===== src/rtl/seg_pkg.sv =====
// seg_pkg: shared op codes, blank glyph, debounce states and hex-to-7-segment decoder
package seg_pkg;

    typedef enum logic [1:0] {
        OP_PASS = 2'b00,
        OP_SUB  = 2'b01,
        OP_ADD  = 2'b10,
        OP_AND  = 2'b11
    } op_e;

    typedef enum logic [1:0] {
        DB_IDLE,
        DB_ARM,
        DB_PRESSED
    } db_state_e;

    localparam logic [6:0] SEG_BLANK = 7'h7F;

    // Active-low segments g..a for one hex digit
    function automatic logic [6:0] hex_to_seg(input logic [3:0] h);
        case (h)
            4'h0: hex_to_seg = 7'h40;
            4'h1: hex_to_seg = 7'h79;
            4'h2: hex_to_seg = 7'h24;
            4'h3: hex_to_seg = 7'h30;
            4'h4: hex_to_seg = 7'h19;
            4'h5: hex_to_seg = 7'h12;
            4'h6: hex_to_seg = 7'h02;
            4'h7: hex_to_seg = 7'h78;
            4'h8: hex_to_seg = 7'h00;
            4'h9: hex_to_seg = 7'h10;
            4'hA: hex_to_seg = 7'h08;
            4'hB: hex_to_seg = 7'h03;
            4'hC: hex_to_seg = 7'h46;
            4'hD: hex_to_seg = 7'h21;
            4'hE: hex_to_seg = 7'h06;
            default: hex_to_seg = 7'h0E;
        endcase
    endfunction

endpackage


===== src/rtl/btn_debounce.sv =====
// btn_debounce: two-flop synchroniser plus debounce FSM emitting one pulse per press
module btn_debounce #(
    parameter int DB_CYCLES = 1000000
) (
    input  logic clk,
    input  logic rst_n,
    input  logic btn_raw,
    output logic press_pulse
);
    import seg_pkg::*;

    localparam int CW = (DB_CYCLES > 1) ? $clog2(DB_CYCLES) : 1;
    localparam logic [CW-1:0] LAST = CW'(DB_CYCLES - 1);

    logic [1:0]    sync_q;
    logic          btn_s;
    db_state_e     state_q;
    logic [CW-1:0] cnt_q;
    logic          pulse_q;

    assign btn_s       = sync_q[1];
    assign press_pulse = pulse_q;

    // Synchronise the raw button; data path needs no reset
    always_ff @(posedge clk) begin
        sync_q <= {sync_q[0], btn_raw};
    end

    // Debounce FSM: ARM counts stable highs, PRESSED counts stable lows before re-arming
    always_ff @(posedge clk) begin
        if (!rst_n) begin
            state_q <= DB_IDLE;
            cnt_q   <= '0;
            pulse_q <= 1'b0;
        end else begin
            pulse_q <= 1'b0;
            case (state_q)
                DB_IDLE: begin
                    cnt_q <= '0;
                    if (btn_s) state_q <= DB_ARM;
                end
                DB_ARM: begin
                    if (!btn_s) begin
                        state_q <= DB_IDLE;
                        cnt_q   <= '0;
                    end else if (cnt_q == LAST) begin
                        state_q <= DB_PRESSED;
                        cnt_q   <= '0;
                        pulse_q <= 1'b1;
                    end else begin
                        cnt_q <= cnt_q + 1'b1;
                    end
                end
                DB_PRESSED: begin
                    if (btn_s) begin
                        cnt_q <= '0;
                    end else if (cnt_q == LAST) begin
                        state_q <= DB_IDLE;
                        cnt_q   <= '0;
                    end else begin
                        cnt_q <= cnt_q + 1'b1;
                    end
                end
                default: begin
                    state_q <= DB_IDLE;
                    cnt_q   <= '0;
                end
            endcase
        end
    end

endmodule


===== src/rtl/seg_alu_display.sv =====
// seg_alu_display: button-latched W-bit ALU shown as hex on a multiplexed 7-segment display
// Optional SEG_OVF_DP_EN: drive digit 0 decimal point low on signed overflow.
module seg_alu_display #(
    parameter int W         = 4,
    parameter int DIGITS    = 4,
    parameter int DB_CYCLES = 1000000,
    parameter int SCAN_DIV  = 100000
) (
    input  logic              clk,
    input  logic              rst_n,
    input  logic [W-1:0]      a,
    input  logic [W-1:0]      b,
    input  logic [1:0]        op,
    input  logic              btn,
    output logic [6:0]        seg,
    output logic [DIGITS-1:0] an,
    output logic              dp
);
    import seg_pkg::*;

    localparam int IW  = (DIGITS > 1) ? $clog2(DIGITS) : 1;
    localparam int DVW = (SCAN_DIV > 1) ? $clog2(SCAN_DIV) : 1;

    logic                load;
    logic [W:0]          ea, eb, r_d, r_q;
    logic                loaded_q;
    logic [DVW-1:0]      div_q;
    logic [IW-1:0]       idx_q;
    logic [4*DIGITS-1:0] rx;
    logic [3:0]          nib;
    logic                blank;
    logic [6:0]          seg_d, seg_q;
    logic [DIGITS-1:0]   an_d, an_q;

    btn_debounce #(.DB_CYCLES(DB_CYCLES)) u_db (
        .clk        (clk),
        .rst_n      (rst_n),
        .btn_raw    (btn),
        .press_pulse(load)
    );

    assign ea = {1'b0, a};
    assign eb = {1'b0, b};

    // W+1-bit result: zero-extended subtraction leaves the borrow in the top bit
    always_comb begin
        r_d = (op == OP_ADD) ? ea + eb :
              (op == OP_SUB) ? ea - eb :
              (op == OP_AND) ? (ea & eb) : ea;
    end

    // Latch the result only on the debounced press pulse
    always_ff @(posedge clk) begin
        if (!rst_n) begin
            r_q      <= '0;
            loaded_q <= 1'b0;
        end else if (load) begin
            r_q      <= r_d;
            loaded_q <= 1'b1;
        end
    end

    // Digit divider and scan index
    always_ff @(posedge clk) begin
        if (!rst_n) begin
            div_q <= '0;
            idx_q <= '0;
        end else if (div_q == DVW'(SCAN_DIV - 1)) begin
            div_q <= '0;
            idx_q <= (idx_q == IW'(DIGITS - 1)) ? '0 : idx_q + 1'b1;
        end else begin
            div_q <= div_q + 1'b1;
        end
    end

    assign rx = (4*DIGITS)'(r_q);
    assign nib = rx[{idx_q, 2'b00} +: 4];

    // Select the glyph and digit enable for the current scan slot
    always_comb begin
        blank = !loaded_q || (int'(idx_q) * 4 > W);
        seg_d = blank ? SEG_BLANK : hex_to_seg(nib);
        an_d  = ~(DIGITS'(1) << idx_q);
    end

    // Register the display pins
    always_ff @(posedge clk) begin
        if (!rst_n) begin
            seg_q <= SEG_BLANK;
            an_q  <= '1;
        end else begin
            seg_q <= seg_d;
            an_q  <= an_d;
        end
    end

    assign seg = seg_q;
    assign an  = an_q;

`ifdef SEG_OVF_DP_EN
    logic v_d, v_q, dp_q;

    // Signed overflow of the W-bit add/sub; pass and AND never overflow
    always_comb begin
        v_d = (op == OP_ADD) ? (a[W-1] == b[W-1]) && (r_d[W-1] != a[W-1]) :
              (op == OP_SUB) ? (a[W-1] != b[W-1]) && (r_d[W-1] != a[W-1]) : 1'b0;
    end

    // Overflow flag latched alongside the result
    always_ff @(posedge clk) begin
        if (!rst_n) v_q <= 1'b0;
        else if (load) v_q <= v_d;
    end

    // Decimal point lit on digit 0 while overflow is flagged
    always_ff @(posedge clk) begin
        if (!rst_n) dp_q <= 1'b1;
        else dp_q <= !((idx_q == '0) && v_q);
    end

    assign dp = dp_q;
`else
    assign dp = 1'b1;
`endif

endmodule


===== config.mk =====
export PLATFORM = sky130hd
export DESIGN_NAME = seg_alu_display
export DESIGN_NICKNAME = d
export VERILOG_FILES = /design/src/rtl/seg_pkg.sv /design/src/rtl/btn_debounce.sv /design/src/rtl/seg_alu_display.sv
export SDC_FILE = /design/constraint.sdc
export NUM_CORES = 1
export LEC_CHECK = 0
export ABC_CLOCK_PERIOD_IN_PS = 4800
export CAP_MARGIN = 10
export CORE_UTILIZATION = 40
export CTS_CLUSTER_SIZE = 25
export DETAILED_ROUTE_END_ITERATION = 12
export GPL_ROUTABILITY_DRIVEN = 1
export PLACE_DENSITY = 0.65
export SYNTH_ARGS = -nofsm -noshare
export SYNTH_HDL_FRONTEND = slang
export SYNTH_HIERARCHICAL = 1
export SYNTH_SLANG_ARGS = --single-unit

===== constraint.sdc =====
create_clock -name clk -period 4.8 [get_ports clk]
set_input_delay 1.44 -clock clk [delete_from_list [all_inputs] [get_ports clk]]
set_output_delay 1.44 -clock clk [all_outputs]
set_load 0.05 [all_outputs]

==> key figures, run 1 <==
Outcome
  • Status: finished, final reports clean

Synthesis
  • Synth Area in Adders: a little over 10%
  • Post-synthesis cell area: around 3300 um^2
  • Synth Flop Type: dfxtp_1
  • Post-Syn Nets: between 400 and 500
  • Ys async rst share: 0%
  • Sequential area share after synthesis: roughly 38%
  • Xor/xnor share of the synthesized area: under 10%
  • Post-synthesis simple-gate area fraction: between 20% and 30%
  • Largest family of logic cells by synthesized area: simple AND/OR/NAND/NOR gates
  • #FFs+latches synth: between 60 and 70
  • Mean Syn Cell Area: 8.79 um^2
  • Mux cell area share after synthesis: under 10%
  • Yosys warns: 6
  • Gate Count Post-Synth: 370
  • Compound-Gate Fraction of Synth Area: approximately an eighth
  • Yosys cell types: just under 60
  • EDFF count, synth: 0

Critical path
  • CP top delay family: buffers and inverters
  • CP cell instances: clkdlybuf4s50_1, inv_1, fa_1, inv_1, mux4_2, mux2i_1, nor2b_1
  • WP buf/inv: 3
  • CP Depth: 7
  • Slowest CP cell: clkdlybuf4s50_1
  • CP startpoint: a[1]
  • Origin of the critical flop-to-flop path: idx_q[0]
  • R2R Path End: seg[3]
  • Element type at the critical path end: flop
  • Reg2Reg Setup Slack: 2760 ps
  • Setup CP Type: in2reg
  • Req. time, crit path: ~5000 ps
  • WP data arrival: about 3300 ps
  • Critical Path Start Type: input port
  • Crit-path max FO: 5
  • Crit-path most repeated cell: inv_1
  • CP endpoint: r_q[1]
  • CP peak stage delay: ~590 ps
  • Worst Reg-to-Reg Cells: 6

Power
  • Sw Ratio: between 20% and 30%
  • Comb power frac: under 10%
  • PD cells: ~280 nW/um^2
  • Net switching power figure: approximately 0.25 mW
  • Clock network power share: roughly 44%
  • P_leak: about 1.3 nW
  • Total power: around 1.0 mW
  • Sequential share of power: 49.5%
  • Worst vdd ir: between 0.1 and 0.15 mV
  • Internal power: between 0.7 and 0.8 mW

CTS
  • Clock transition at path regs: 80 ps
  • CTS sink count: just over 60
  • H-tree depth: 3
  • CTS tree: yes
  • CTS Buf Count: 9
  • Post-CTS Setup Inserts: 0
  • Clock tree buffer depth: 2
  • Hold Buf Count CTS: 0
  • Clk_lat worst skew: between 300 and 400 ps
  • Post-CTS Resized: 0
  • Clock root cell: clkbuf_8

Die
  • Die area: 8490 um^2
  • Core Area: ~8000 um^2
  • Cell row count: 32
  • Total I/O pin count: 25
  • Die width: about 92 um
  • Die Span Y: roughly 92 um
  • Starting Density: a little over two fifths

Layout
  • Antenna Cells: 0
  • Nets: 430
  • Area grow syn2layout: 15.6%
  • Filler Cell Count: 770
  • Layout cells sized above 1: ~8%

Place
  • Placer Congestion: around 0.84
  • Port bufs: 23
  • HPWL after DPL: roughly 4400 um
  • Post-placement worst setup slack: between 1000 and 1500 ps

STA
  • Hold slack final: roughly 340 ps
  • Worst setup margin: around 1700 ps
  • Hold Vio Cnt, Final: 0
  • RSZ-0062 raised after global routing: no
  • Final period utilization: 64.5%
  • Setup violations, final: 0
  • Worst-margin pin slew: between 600 and 700 ps
  • Period minus WS final: between 3000 and 4000 ps
  • Max Freq: around 320 MHz
  • Max_slew headroom: a little under three fifths
  • Clock skew: 8.75 ps
  • Setup TNS Final: 0 ps
  • Max-slew violations: 0

Global route
  • Total track usage: between 10% and 20%
  • Gr ovfl total: 0
  • Initial antenna violation count: 0
  • Wire length of the first global-routing pass: approximately 11,000 um
  • Largest net degree at the start of global routing: 20
  • Vias in the first global route: 2,457

Route
  • DRC Markers: 0
  • Vias per inst: about 5.2
  • Total wire length: about 6100 um
  • DR pass1 iterations: 4
  • DRT iter0 DRCs: 117
  • Routed WL per cell: roughly 12 um
  • Antenna-violating nets left: 0
  • Via count: roughly 2,600

Hold path
  • Hold crit path type: reg2reg

Flow run
  • Max_cap viols: 0
-- Yosys cell counts (2+ instances only) --
cell,number,share of area (%)
dfxtp_1,61,38
nor2_1,38,4.4
inv_1,28,3.2
ha_1,23,8.9
nand2_1,22,2.5
xnor2_1,19,5.1
o21ai_0,18,2.8
nand3_1,15,2.3
a21oi_1,14,2.2
nor3_1,10,1.5
xor2_1,9,2.4
clkbuf_1,8,0.92
nand4_1,8,1.5
nor4_1,8,1.5
a31oi_1,6,1.2
or3_1,6,1.2
and2_1,5,0.96
and4_1,4,1.1
nand2b_1,4,0.77
nor2b_1,4,0.77
o211ai_1,4,0.92
o21a_1,4,0.92
a21boi_0,3,0.69
buf_2,3,0.46
nand3b_1,3,0.69
a221oi_1,2,0.54
a31o_2,2,0.54
and3_1,2,0.38
fa_1,2,1.2
mux2i_1,2,0.62
mux4_2,2,1.4
nand4_4,2,1.3
o311a_1,2,0.62
or2_2,2,0.38
or4_4,2,0.69
-- through the flow --
step / std cells / area [um^2] / util, %
floorplan: 370 / 3250 / -
global placement: 482 / 3550 / 45.5
detailed placement: 482 / 3550 / 45.5
CTS: 498 / 3750 / 48.0
global route: 499 / 3760 / 48.1
finish: 499 / 3760 / 48.1
-- cell type report --
cell class | count | area, um^2 | area share (%)
Timing Repair Buffer | 24 | 238 | 6.33
Multi-Input combinational cell | 268 | 1870 | 49.7
Clock inverter | 7 | 75.1 | 2.00
Tap cell | 102 | 128 | 3.40
Inverter | 28 | 105 | 2.80
Sequential cell | 61 | 1220 | 32.5
Clock buffer | 9 | 124 | 3.30
-- sequential cells by signal (all words and copies together) (netlist names) --
name,cells
u_db/press_pulse,1
an,4
div_q,17
u_db/sync_q,2
seg,7
u_db/cnt_q,20
loaded_q,1
r_q,5
idx_q,2
u_db/state_q,2
-- cell usage in the layout (no fill, tap or decap), types with 3 or more instances in the layout --
cell              n
dfxtp_1          61
nor2_1           38
inv_1            28
ha_1             23
clkdlybuf4s50_1  23
nand2_1          22
xnor2_1          19
o21ai_0          18
nand3_1          15
a21oi_1          14
nor3_1           10
xor2_1            9
clkbuf_8          9
nor4_1            8
nand4_1           8
a31oi_1           6
or3_1             6
and2_1            5
nor2b_1           4
nand2b_1          4
and4_1            4
o21a_1            4
o211ai_1          4
nand3b_1          3
a21boi_0          3
clkinvlp_4        3
-- how the worst min path moves through the flow --
stage,start,to,slack [ps],cells after the start
after floorplan,u_db/sync_q[0],u_db/sync_q[1],310,0
after global placement,u_db/sync_q[0],u_db/sync_q[1],320,0
after detailed placement,u_db/sync_q[0],u_db/sync_q[1],320,0
after CTS,u_db/sync_q[0],u_db/sync_q[1],340,0
after global routing,u_db/sync_q[0],u_db/sync_q[1],350,0
final,u_db/sync_q[0],u_db/sync_q[1],340,0
-- worst reg2reg max path: stages, from the launching register on --
cell      delay, ps
dfxtp_1         410
nor2_1          250
and2_1          260
inv_1           100
ha_1            280
mux4_2          480
nand2b_1        140
-- routing by layer --
metal / vias to the layer above / wire, um / track usage [%]
met1: 1210 / 3120 / 20.8
met4: 0 / 127 / 7.94
met2: 45 / 2700 / 25.0
met3: 13 / 179 / 4.31
met5: - / 0 / 0
li1: 1345 / - / -
-- cell families (layout without fill, tap and decap cells) --
kind of cell             Yosys count  count (layout)
multiplexers                       5               5
AO/OA/AOI/OAI                     65              65
other                              1               1
adder cells (fa/ha/maj)           25              25
AND/OR/NAND/NOR                  144             144
XOR/XNOR                          28              28
buffers and inverters             41              68
flip-flops                        61              61
-- power by group through the flow --
| stage | registers, mW | clock network [mW] | logic [mW] |
|---|---|---|---|
| finish | 0.514 | 0.454 | 0.0704 |
| global route | 0.515 | 0.496 | 0.0797 |
| CTS | 0.514 | 0.468 | 0.0695 |
| detailed placement | 0.526 | 0 | 0.0694 |
| global placement | 0.526 | 0 | 0.0678 |
| floorplan | 0.527 | 0 | 0.0458 |
(Power assumes the default switching activity.)
==> run 2: changes to the inputs <==
ABC_CLOCK_PERIOD_IN_PS = 2600   (was 4800)
PLACE_DENSITY = 0.67   (was 0.65)
clock period = 2.6 ns   (was 4.8 ns; I/O delays follow)
==> key figures, run 2 (synthesis results as in run 1) <==
Outcome
  • Status: finished, final reports clean

Global route
  • Total track usage: 16.0% (-0.22 points)
  • Initial antenna violation count: 0 (unchanged)
  • Gr ovfl total: 0 (unchanged)
  • Wire length of the first global-routing pass: 10,900 um (-0.82%)
  • Vias in the first global route: 2,491 (+1.4%)
  • Largest net degree at the start of global routing: 20 (unchanged)

Power
  • P_leak: 1.36 nW (+3.2%)
  • Worst vdd ir: 0.261 mV (+77%)
  • Comb power frac: 6.4% (-0.4 points)
  • Internal power: 1.67 mW (+110%)
  • Net switching power figure: 0.433 mW (+70%)
  • Sequential share of power: 45.2% (-4.3 points)
  • Total power: 2.10 mW (+100%)
  • Sw Ratio: 20.6% (-3.9 points)
  • Clock network power share: 48.4% (+4.7 points)
  • PD cells: 550 nW/um^2 (+99%)

STA
  • Setup TNS Final: 0 ps (unchanged)
  • Hold slack final: 338 ps (+0.309 ps)
  • Max_slew headroom: 22.9% (-32 points)
  • Period minus WS final: about 2400 ps
  • Final period utilization: a little over nine tenths
  • Max-slew violations: 0 (unchanged)
  • Setup violations, final: 0 (unchanged)
  • Max Freq: between 400 and 500 MHz
  • Hold Vio Cnt, Final: 0 (unchanged)
  • Worst-margin pin slew: 1150 ps (+473 ps)
  • RSZ-0062 raised after global routing: no
  • Clock skew: 9.92 ps (+1.17 ps)

Layout
  • Filler Cell Count: 749 (-2.7%)
  • Antenna Cells: 0 (unchanged)
  • Most frequent cells in the layout: dfxtp_1, nor2_1, inv_1
  • Max reg flops: 20 (unchanged)
  • Area grow syn2layout: 17.6%
  • Commonest non-fill, non-tap cell in the layout: dfxtp_1
  • Nets: 433 (+0.70%)
  • Biggest register: u_db/cnt_q
  • Layout cells sized above 1: 8.25% (+0.19 points)

Critical path
  • CP peak stage delay: 500 ps (-90 ps)
  • Crit-path most repeated cell: inv_1
  • WP data arrival: 2670 ps (-660 ps)
  • Setup CP Type: in2reg
  • Element type at the critical path end: flop
  • Slowest CP cell: clkdlybuf4s50_1
  • Crit-path max FO: 3 (-2)
  • Reg2Reg Setup Slack: 370 ps (-2390 ps)
  • CP cell instances: clkdlybuf4s50_1, inv_1, ha_1, inv_1, fa_1, mux4_2, mux2i_1, nor2b_1
  • Req. time, crit path: 2830 ps (-2200 ps)
  • Critical Path Start Type: input port

Flow run
  • Max_cap viols: 0 (unchanged)

Die
  • Cell row count: 32 (unchanged)
  • Total I/O pin count: 25 (unchanged)
  • Core Area: 7810 um^2 (unchanged)
  • Die area: 8490 um^2 (unchanged)
  • Die width: 92.1 um (unchanged)
  • Starting Density: 41.6% (unchanged)
  • Die Span Y: 92.1 um (unchanged)

CTS
  • Clock root cell: clkbuf_8
  • Post-CTS Resized: 0 (unchanged)
  • Clock tree buffer depth: 2 (unchanged)
  • CTS sink count: 61 (unchanged)
  • Clk_lat worst skew: 340 ps (about the same)
  • H-tree depth: 3 (unchanged)
  • Post-CTS Setup Inserts: 0 (unchanged)
  • CTS Buf Count: 9 (unchanged)
  • CTS tree: yes
  • Clock transition at path regs: 70 ps (about the same)
  • Hold Buf Count CTS: 0 (unchanged)

Route
  • Routed WL per cell: 12.3 um (+0.44%)
  • DR pass1 iterations: 4 (unchanged)
  • Via count: 2,628 (+0.57%)
  • Antenna-violating nets left: 0 (unchanged)
  • Total wire length: 6180 um (+1.0%)
  • DRT iter0 DRCs: 167 (+43%)
  • DRC Markers: 0 (unchanged)
  • Vias per inst: 5.24 (about the same)

Place
  • HPWL after DPL: 4420 um (+0.72%)
  • Placer Congestion: 0.841 (+0.59%)
  • Port bufs: 23 (unchanged)

Hold path
  • Hold crit path type: reg2reg
-- run 2: changes by cell type in the layout (fill, tap and decap cells not counted) --
cell | previous run | this run
clkinvlp_4 | 3 | 0
buf_4 | 1 | 4
clkinv_4 | 1 | 0
inv_6 | 1 | 0
clkbuf_1 | 0 | 2
bufinv_16 | 1 | 3
clkbuf_8 | 9 | 10
-- run 2: critical path, delay by kind of cell --
kind | cells | cell delay (ps)
buffers and inverters | 3 | 630
and+or+nand+nor | 1 | 50
adders and majority gates | 2 | 610
muxes | 2 | 600
-- run 2: worst paths after layout --
check                 start              to  depth (start not counted)
min reg2reg  u_db/sync_q[0]  u_db/sync_q[1]                          0
max reg2reg        div_q[0]        div_q[2]                          5
min          u_db/sync_q[0]  u_db/sync_q[1]                          0
max                    a[0]          r_q[1]                          8
-- run 2: cell type report --
type,instances,area (um^2),share of cell area [%]
Clock buffer,12,145,3.80
Clock inverter,4,95.1,2.49
Inverter,28,105,2.75
Multi-Input combinational cell,268,1870,48.9
Sequential cell,61,1220,32.0
Tap cell,102,128,3.34
Timing Repair Buffer,27,260,6.81
-- run 2: per-layer routing --
layer / share of wire [%] / track usage [%] / wire length (um)
met5: 0 / 0 / 0
met4: 1.6 / 5.60 / 98
met3: 4.4 / 5.31 / 274
met2: 47 / 26.8 / 2890
met1: 47 / 19.0 / 2920
-- run 2: stage by stage --
stage,cells,worst slack [ps],cell area [um^2],util [%]
4_1_cts,502,155,3820,48.9
5_1_grt,502,85.5,3820,48.9
3_3_place_gp,486,-141,3580,45.9
2_1_floorplan,370,409,3250,-
6_report,502,156,3820,48.9
3_5_place_dp,486,-208,3580,45.9
-- run 2: power groups by stage --
| stage | registers (mW) | clock network [mW] | logic [mW] |
|---|---|---|---|
| 2_1_floorplan | 0.972 | 0 | 0.0845 |
| 3_3_place_gp | 0.971 | 0 | 0.129 |
| 3_5_place_dp | 0.971 | 0 | 0.134 |
| 4_1_cts | 0.949 | 1.04 | 0.134 |
| 5_1_grt | 0.950 | 1.09 | 0.151 |
| 6_report | 0.949 | 1.02 | 0.134 |
==> run 3: changes to the inputs <==
HOLD_SLACK_MARGIN = 0.1   (was unset)
==> results of run 3 <==
Same layout as run 2: the final DEF is identical, and so are final timing and power.
